--- src/rtl/cv32e40x_xif_aes_result_queue.sv ---
// rtl/cv32e40x_xif_aes_result_queue.sv - in-order AES result queue in front of the XIF result interface
//
// Purpose: holds one entry per accepted AES32 instruction. Each entry collects
// the FU result and the commit or kill for its ID. Committed results leave on
// the result handshake in issue order. Killed entries are dropped silently.
// Ports:
//   alloc_*   : allocation from the issue side (alloc_ready = room available)
//   fu_*      : single-cycle FU result strobe, no backpressure
//   commit_*  : XIF commit/kill strobe
//   result_*  : XIF result handshake (result_we mirrors result_valid)
//   count     : occupied entries; protocol_err: sticky misuse flag
module cv32e40x_xif_aes_result_queue #(
    parameter int X_ID_WIDTH  = 4,
    parameter int X_RFW_WIDTH = 32,
    parameter int DEPTH       = 4
) (
    input  logic                         clk,
    input  logic                         rst_n,
    input  logic                         alloc_valid,
    input  logic [X_ID_WIDTH-1:0]        alloc_id,
    input  logic [4:0]                   alloc_rd,
    output logic                         alloc_ready,
    input  logic                         fu_valid,
    input  logic [X_ID_WIDTH-1:0]        fu_id,
    input  logic [X_RFW_WIDTH-1:0]       fu_data,
    input  logic                         commit_valid,
    input  logic [X_ID_WIDTH-1:0]        commit_id,
    input  logic                         commit_kill,
    output logic                         result_valid,
    input  logic                         result_ready,
    output logic [X_ID_WIDTH-1:0]        result_id,
    output logic [X_RFW_WIDTH-1:0]       result_data,
    output logic [4:0]                   result_rd,
    output logic                         result_we,
    output logic [$clog2(DEPTH+1)-1:0]   count,
    output logic                         protocol_err
);

    localparam int PW = $clog2(DEPTH);
    localparam int CW = $clog2(DEPTH + 1);
    localparam logic [CW-1:0] DEPTH_C = CW'(DEPTH);

    logic [X_ID_WIDTH-1:0]  id_q   [DEPTH];
    logic [4:0]             rd_q   [DEPTH];
    logic [X_RFW_WIDTH-1:0] data_q [DEPTH];
    logic [DEPTH-1:0]       occ_q;
    logic [DEPTH-1:0]       done_q;
    logic [DEPTH-1:0]       cmt_q;
    logic [DEPTH-1:0]       kill_q;

    logic [PW-1:0] wr_ptr_q, wr_ptr_d;
    logic [PW-1:0] fu_ptr_q, fu_ptr_d;
    logic [PW-1:0] rd_ptr_q, rd_ptr_d;
    logic [CW-1:0] count_q, count_d;
    logic          err_q, err_d;

    logic             alloc_fire;
    logic             fu_hit;
    logic             fu_fire;
    logic             dup_id;
    logic [DEPTH-1:0] cmt_match;
    logic             alloc_cmt_match;
    logic             head_present;
    logic             head_drop;
    logic             pop;
    logic             retire;

    assign alloc_ready = (count_q != DEPTH_C);
    assign alloc_fire  = alloc_valid && alloc_ready;

    // The FU returns results in issue order, so only the oldest not-done entry can match.
    assign fu_hit  = occ_q[fu_ptr_q] && !done_q[fu_ptr_q] && (id_q[fu_ptr_q] == fu_id);
    assign fu_fire = fu_valid && fu_hit;

    // A commit arriving together with its own allocation must land on the new entry.
    assign alloc_cmt_match = commit_valid && (commit_id == alloc_id);

    always_comb begin
        dup_id    = 1'b0;
        cmt_match = '0;
        for (int i = 0; i < DEPTH; i++) begin
            if (occ_q[i] && (id_q[i] == alloc_id)) begin
                dup_id = 1'b1;
            end
            cmt_match[i] = commit_valid && occ_q[i] && (id_q[i] == commit_id);
        end
    end

    // Head decode uses registered state only: no combinational path from the strobes or ready.
    assign head_present = occ_q[rd_ptr_q] && done_q[rd_ptr_q] && cmt_q[rd_ptr_q] && !kill_q[rd_ptr_q];
    assign head_drop    = occ_q[rd_ptr_q] && done_q[rd_ptr_q] && kill_q[rd_ptr_q];
    assign pop          = head_present && result_ready;
    assign retire       = pop || head_drop;

    always_comb begin
        wr_ptr_d = wr_ptr_q;
        fu_ptr_d = fu_ptr_q;
        rd_ptr_d = rd_ptr_q;
        count_d  = count_q;
        err_d    = err_q;
        if (alloc_fire) begin
            wr_ptr_d = wr_ptr_q + PW'(1);
        end
        if (fu_fire) begin
            fu_ptr_d = fu_ptr_q + PW'(1);
        end
        if (retire) begin
            rd_ptr_d = rd_ptr_q + PW'(1);
        end
        case ({alloc_fire, retire})
            2'b10:   count_d = count_q + CW'(1);
            2'b01:   count_d = count_q - CW'(1);
            default: count_d = count_q;
        endcase
        if ((fu_valid && !fu_hit) || (alloc_fire && dup_id)) begin
            err_d = 1'b1;
        end
    end

    // Allocation never targets the head being retired: a free wr_ptr slot cannot be the occupied head.
    always_ff @(posedge clk or negedge rst_n) begin
        if (!rst_n) begin
            for (int i = 0; i < DEPTH; i++) begin
                id_q[i]   <= '0;
                rd_q[i]   <= '0;
                data_q[i] <= '0;
            end
            occ_q    <= '0;
            done_q   <= '0;
            cmt_q    <= '0;
            kill_q   <= '0;
            wr_ptr_q <= '0;
            fu_ptr_q <= '0;
            rd_ptr_q <= '0;
            count_q  <= '0;
            err_q    <= 1'b0;
        end else begin
            for (int i = 0; i < DEPTH; i++) begin
                if (cmt_match[i]) begin
                    if (commit_kill) begin
                        kill_q[i] <= 1'b1;
                    end else begin
                        cmt_q[i] <= 1'b1;
                    end
                end
                if (fu_fire && (fu_ptr_q == PW'(i))) begin
                    data_q[i] <= fu_data;
                    done_q[i] <= 1'b1;
                end
                if (alloc_fire && (wr_ptr_q == PW'(i))) begin
                    occ_q[i]  <= 1'b1;
                    id_q[i]   <= alloc_id;
                    rd_q[i]   <= alloc_rd;
                    done_q[i] <= 1'b0;
                    cmt_q[i]  <= alloc_cmt_match && !commit_kill;
                    kill_q[i] <= alloc_cmt_match && commit_kill;
                end
                if (retire && (rd_ptr_q == PW'(i))) begin
                    occ_q[i]  <= 1'b0;
                    done_q[i] <= 1'b0;
                    cmt_q[i]  <= 1'b0;
                    kill_q[i] <= 1'b0;
                end
            end
            wr_ptr_q <= wr_ptr_d;
            fu_ptr_q <= fu_ptr_d;
            rd_ptr_q <= rd_ptr_d;
            count_q  <= count_d;
            err_q    <= err_d;
        end
    end

    assign result_valid = head_present;
    assign result_we    = head_present;
    assign result_id    = head_present ? id_q[rd_ptr_q]   : '0;
    assign result_data  = head_present ? data_q[rd_ptr_q] : '0;
    assign result_rd    = head_present ? rd_q[rd_ptr_q]   : '0;
    assign count        = count_q;
    assign protocol_err = err_q;

endmodule

--- config.mk ---
export PLATFORM = sky130hd
export DESIGN_NAME = cv32e40x_xif_aes_result_queue
export DESIGN_NICKNAME = d
export VERILOG_FILES = /design/src/rtl/cv32e40x_xif_aes_result_queue.sv
export SDC_FILE = /design/constraint.sdc
export NUM_CORES = 1
export LEC_CHECK = 0
export BUFFER_PORTS_ARGS = -buffer_cell sky130_fd_sc_hd__buf_2
export CAP_MARGIN = 20
export CORE_UTILIZATION = 40
export DETAILED_ROUTE_END_ITERATION = 10
export MAX_ROUTING_LAYER = met4
export PLACE_DENSITY_LB_ADDON = 0.1
export SLEW_MARGIN = 25
export SYNTH_ARGS = -nofsm -noshare
export SYNTH_HDL_FRONTEND = slang
export SYNTH_SLANG_ARGS = --single-unit
--- constraint.sdc ---
create_clock -name clk -period 5.72 [get_ports clk]
set_input_delay 1.144 -clock clk [delete_from_list [all_inputs] [get_ports clk]]
set_output_delay 1.144 -clock clk [all_outputs]
set_load 0.02 [all_outputs]
==> results.yml <==
run_status:
  outcome: "finished, final reports clean"
logic_synthesis:
  syn_area_mm2: 0.009524
  post_synth_num_cell_types: 32
  avgSynthCellArea_um2: 14.19
  synth_top_cell_by_area: "dfrtp_1"
  synth-seq-cells: 190
  synth.area.top_cells: "dfrtp_1 50%, mux2_2 19%, mux4_2 12%, nor2b_1 3.0%, xnor2_1 2.9%"
  netlist_instances: 671
  syn-num-nets: 741
  ys_warn_count: 0
  netlist.area_leader.share_pct: 49.92
  seq_area_frac_synth_pct: 49.92
timing:
  fin_crit_sh_pct: 79.36
  drv_slew: 0
  hold_violations: 0
  worst_pin_slew_ps: 929.7
  fin_tns_setup_ps: 0
  setup_viol: 0
  rsz0062_at_grt: "no"
  period_needed_ps: 4540
  fmax_mhz: 220.3
  finClkSkew_ps: 11.80
  slew_headroom_pct: 37.85
drt:
  drc: 0
  avgViaCountPerCell: 5.227
  drtAntennaViolNets: 0
  drtIter0Drc: 199
  num_vias: 5713
  first_pass_iters: 4
  drt_wl_total_um: 22000
  routedWlPerCell_um: 20.12
floorplan:
  start_util_pct: 40.70
  io_pins: 104
  core_area_mm2: 0.02340
  die_w_um: 156.3
  design.die.area_mm2: 0.02443
  die_height_um: 156.3
  rows: 56
global_routing:
  grt_usage_pct: 20.06
  grt_pass1_wl_um: 35430
  grt_pass1_vias: 6224
  grt_antenna_before_repair: 2
  grt.overflow.total: 0
  grt_max_degree: 106
critical_path:
  worstSetupStartpointType: "register"
  crit_arrival_ps: 3400
  worstPathRequired_ps: 4580
  slowest_delay_ps: 790
  reg2regPathDepth: 9
  worst_path_max_delay_cell: "or3b_2"
  worst_setup_path_end_kind: "output port"
  path_class: "register to output port"
  path_cells: "inv_1 -> mux4_2 -> or3b_2 -> buf_4 -> nor2b_1 -> buf_2"
  critPathMaxFanout: 25
clocking:
  clockBufferDepth: 2
  cts_tree: "done"
  hold_buffers: 0
  clk_pin_slew_ps: 70
  cts.htree.levels: 4
  cts_buffers: 17
  numClockSinks: 190
  clk_latency_ps: 430
  cts-root-buf: "clkbuf_16"
  post_cts_buffers: 0
  ctsResizeCount: 0
job:
  maxCapViolations: 0
finish:
  final_net_count: 829
  layout-drive-gt1-share_pct: 46.76
  syn_to_final_growth_pct: 14.12
  design_area_mm2: 0.01087
place:
  numPortBuffers: 103
  dpl.hpwl_um: 14280
  post_dp_cell_area_mm2: 0.01026
  gp_congestion: 0.8001
hold_path:
  min_path_cells: 1
  hold_class: "register to register"
power_and_ir_drop:
  ir_worst_vdd_v: 0.0001928
  cellPowerDensity_mw_per_mm2: 505.1
  p_leak_uw: 0.004993
[cell families after synthesis]
family / synth area share, %
multiplexers: 31.45
adder cells (fa/ha/maj): 1.918
XOR/XNOR: 4.138
AND/OR/NAND/NOR: 7.344
buffers and inverters: 3.258
AO/OA/AOI/OAI: 1.971
flip-flops: 49.92
[sequential cells by signal, summed over array words and instances, names as in the netlist]
register and cells:
data_q 128, occ_q 4, kill_q 4, rd_q 20
count 3, id_q 16, fu_ptr_q 2, done_q 4
cmt_q 4, wr_ptr_q 2, protocol_err 1, rd_ptr_q 2
[cell type report]
cell class | count | area (um2)
clock buffers | 18 | 429.2
inverters | 14 | 52.55
diodes | 2 | 5.005
repair buffers | 112 | 591.8
flip-flops and latches | 190 | 4760
clock inverters | 14 | 172.7
fillers | 2124 | 12530
multi-input cells | 424 | 4459
well taps | 319 | 399.1
[synthesized netlist by cell type]
cell,n
a21oi_1,13
a22oi_1,1
a41o_1,1
and2_1,4
buf_1,2
buf_2,2
buf_4,1
buf_6,12
clkbuf_1,26
dfrtp_1,190
fa_1,1
ha_1,13
inv_1,14
mux2_1,8
mux2_2,160
mux4_2,49
nand2_1,25
nand2b_1,1
nand3_1,18
nand3b_1,1
nand4_4,1
nor2_1,4
nor2b_1,46
nor3_1,8
nor3_4,4
nor3b_1,4
o211a_1,4
o21ai_0,7
o21bai_1,4
or3b_2,2
xnor2_1,31
xor2_1,14
[metal layers]
metal	GRT usage (%)	part of all wire, %	wire length, um
met1	25.40	44	9643
met2	32.91	51	11320
met3	4.237	3.8	831
met4	4.855	0.89	196
met5	-	0	0
[stage by stage]
stage | std cells | setup WS [ps] | hold WS (ps) | utilization (%) | power (uW)
floorplan | 671 | 2282 | 452.4 | - | 3829
CTS | 1091 | 1077 | 473.9 | 46.42 | 5571
finish | 1093 | 1180 | 477.2 | 46.44 | 5490
global placement | 1059 | 1679 | 454.8 | 43.85 | 4235
detailed placement | 1059 | 1561 | 457.8 | 43.85 | 4338
global route | 1093 | 980.5 | 492.3 | 46.44 | 5849
[worst paths after layout]
check / startpoint / end / slack, ps
min in group asynchronous: rst_n / count[0]$_DFFE_PN0P_ / 790
setup reg to reg: rd_ptr_q[0]$_DFFE_PN0P_ / count[2]$_DFFE_PN0P_ / 2390
hold reg to reg: protocol_err$_DFFE_PN0P_ / protocol_err$_DFFE_PN0P_ / 480
max in group asynchronous: rst_n / data_q[50]$_DFFE_PN0P_ / 3720
hold / removal: protocol_err$_DFFE_PN0P_ / protocol_err$_DFFE_PN0P_ / 480
setup / recovery: rd_ptr_q[0]$_DFFE_PN0P_ / result_id[3] / 1180
[critical path: cells and delay by family, from the launching register on]
| kind | cells | cell delay (ps) |
|---|---|---|
| buffers and inverters | 3 | 770 |
| flip-flops | 1 | 680 |
| AND/OR/NAND/NOR | 2 | 950 |
| multiplexers | 1 | 530 |
[cells in the final DEF (no fill, tap or decap), types with 3 or more instances in the layout]
cell type | Yosys | routed
a21oi_1 | 13 | 13
and2_1 | 4 | 4
buf_2 | 2 | 102
buf_4 | 1 | 9
clkbuf_16 | 0 | 17
dfrtp_1 | 190 | 188
ha_1 | 13 | 13
inv_1 | 14 | 14
inv_6 | 0 | 3
inv_8 | 0 | 5
mux2_1 | 8 | 8
mux2_2 | 160 | 160
mux4_2 | 49 | 49
nand2_1 | 25 | 25
nand3_1 | 18 | 18
nor2_1 | 4 | 4
nor2b_1 | 46 | 46
nor3_1 | 8 | 8
nor3_4 | 4 | 4
nor3b_1 | 4 | 4
o211a_1 | 4 | 4
o21ai_0 | 7 | 7
o21bai_1 | 4 | 4
xnor2_1 | 31 | 31
xor2_1 | 14 | 14
[power breakdown]
group	switching, uW	internal (uW)	leakage, uW
logic	744	1150	0.00226
clock network	552	665	0.000295
registers	445	1930	0.00243
total	1740	3750	0.00499
Power figures use the tool's default switching activity.
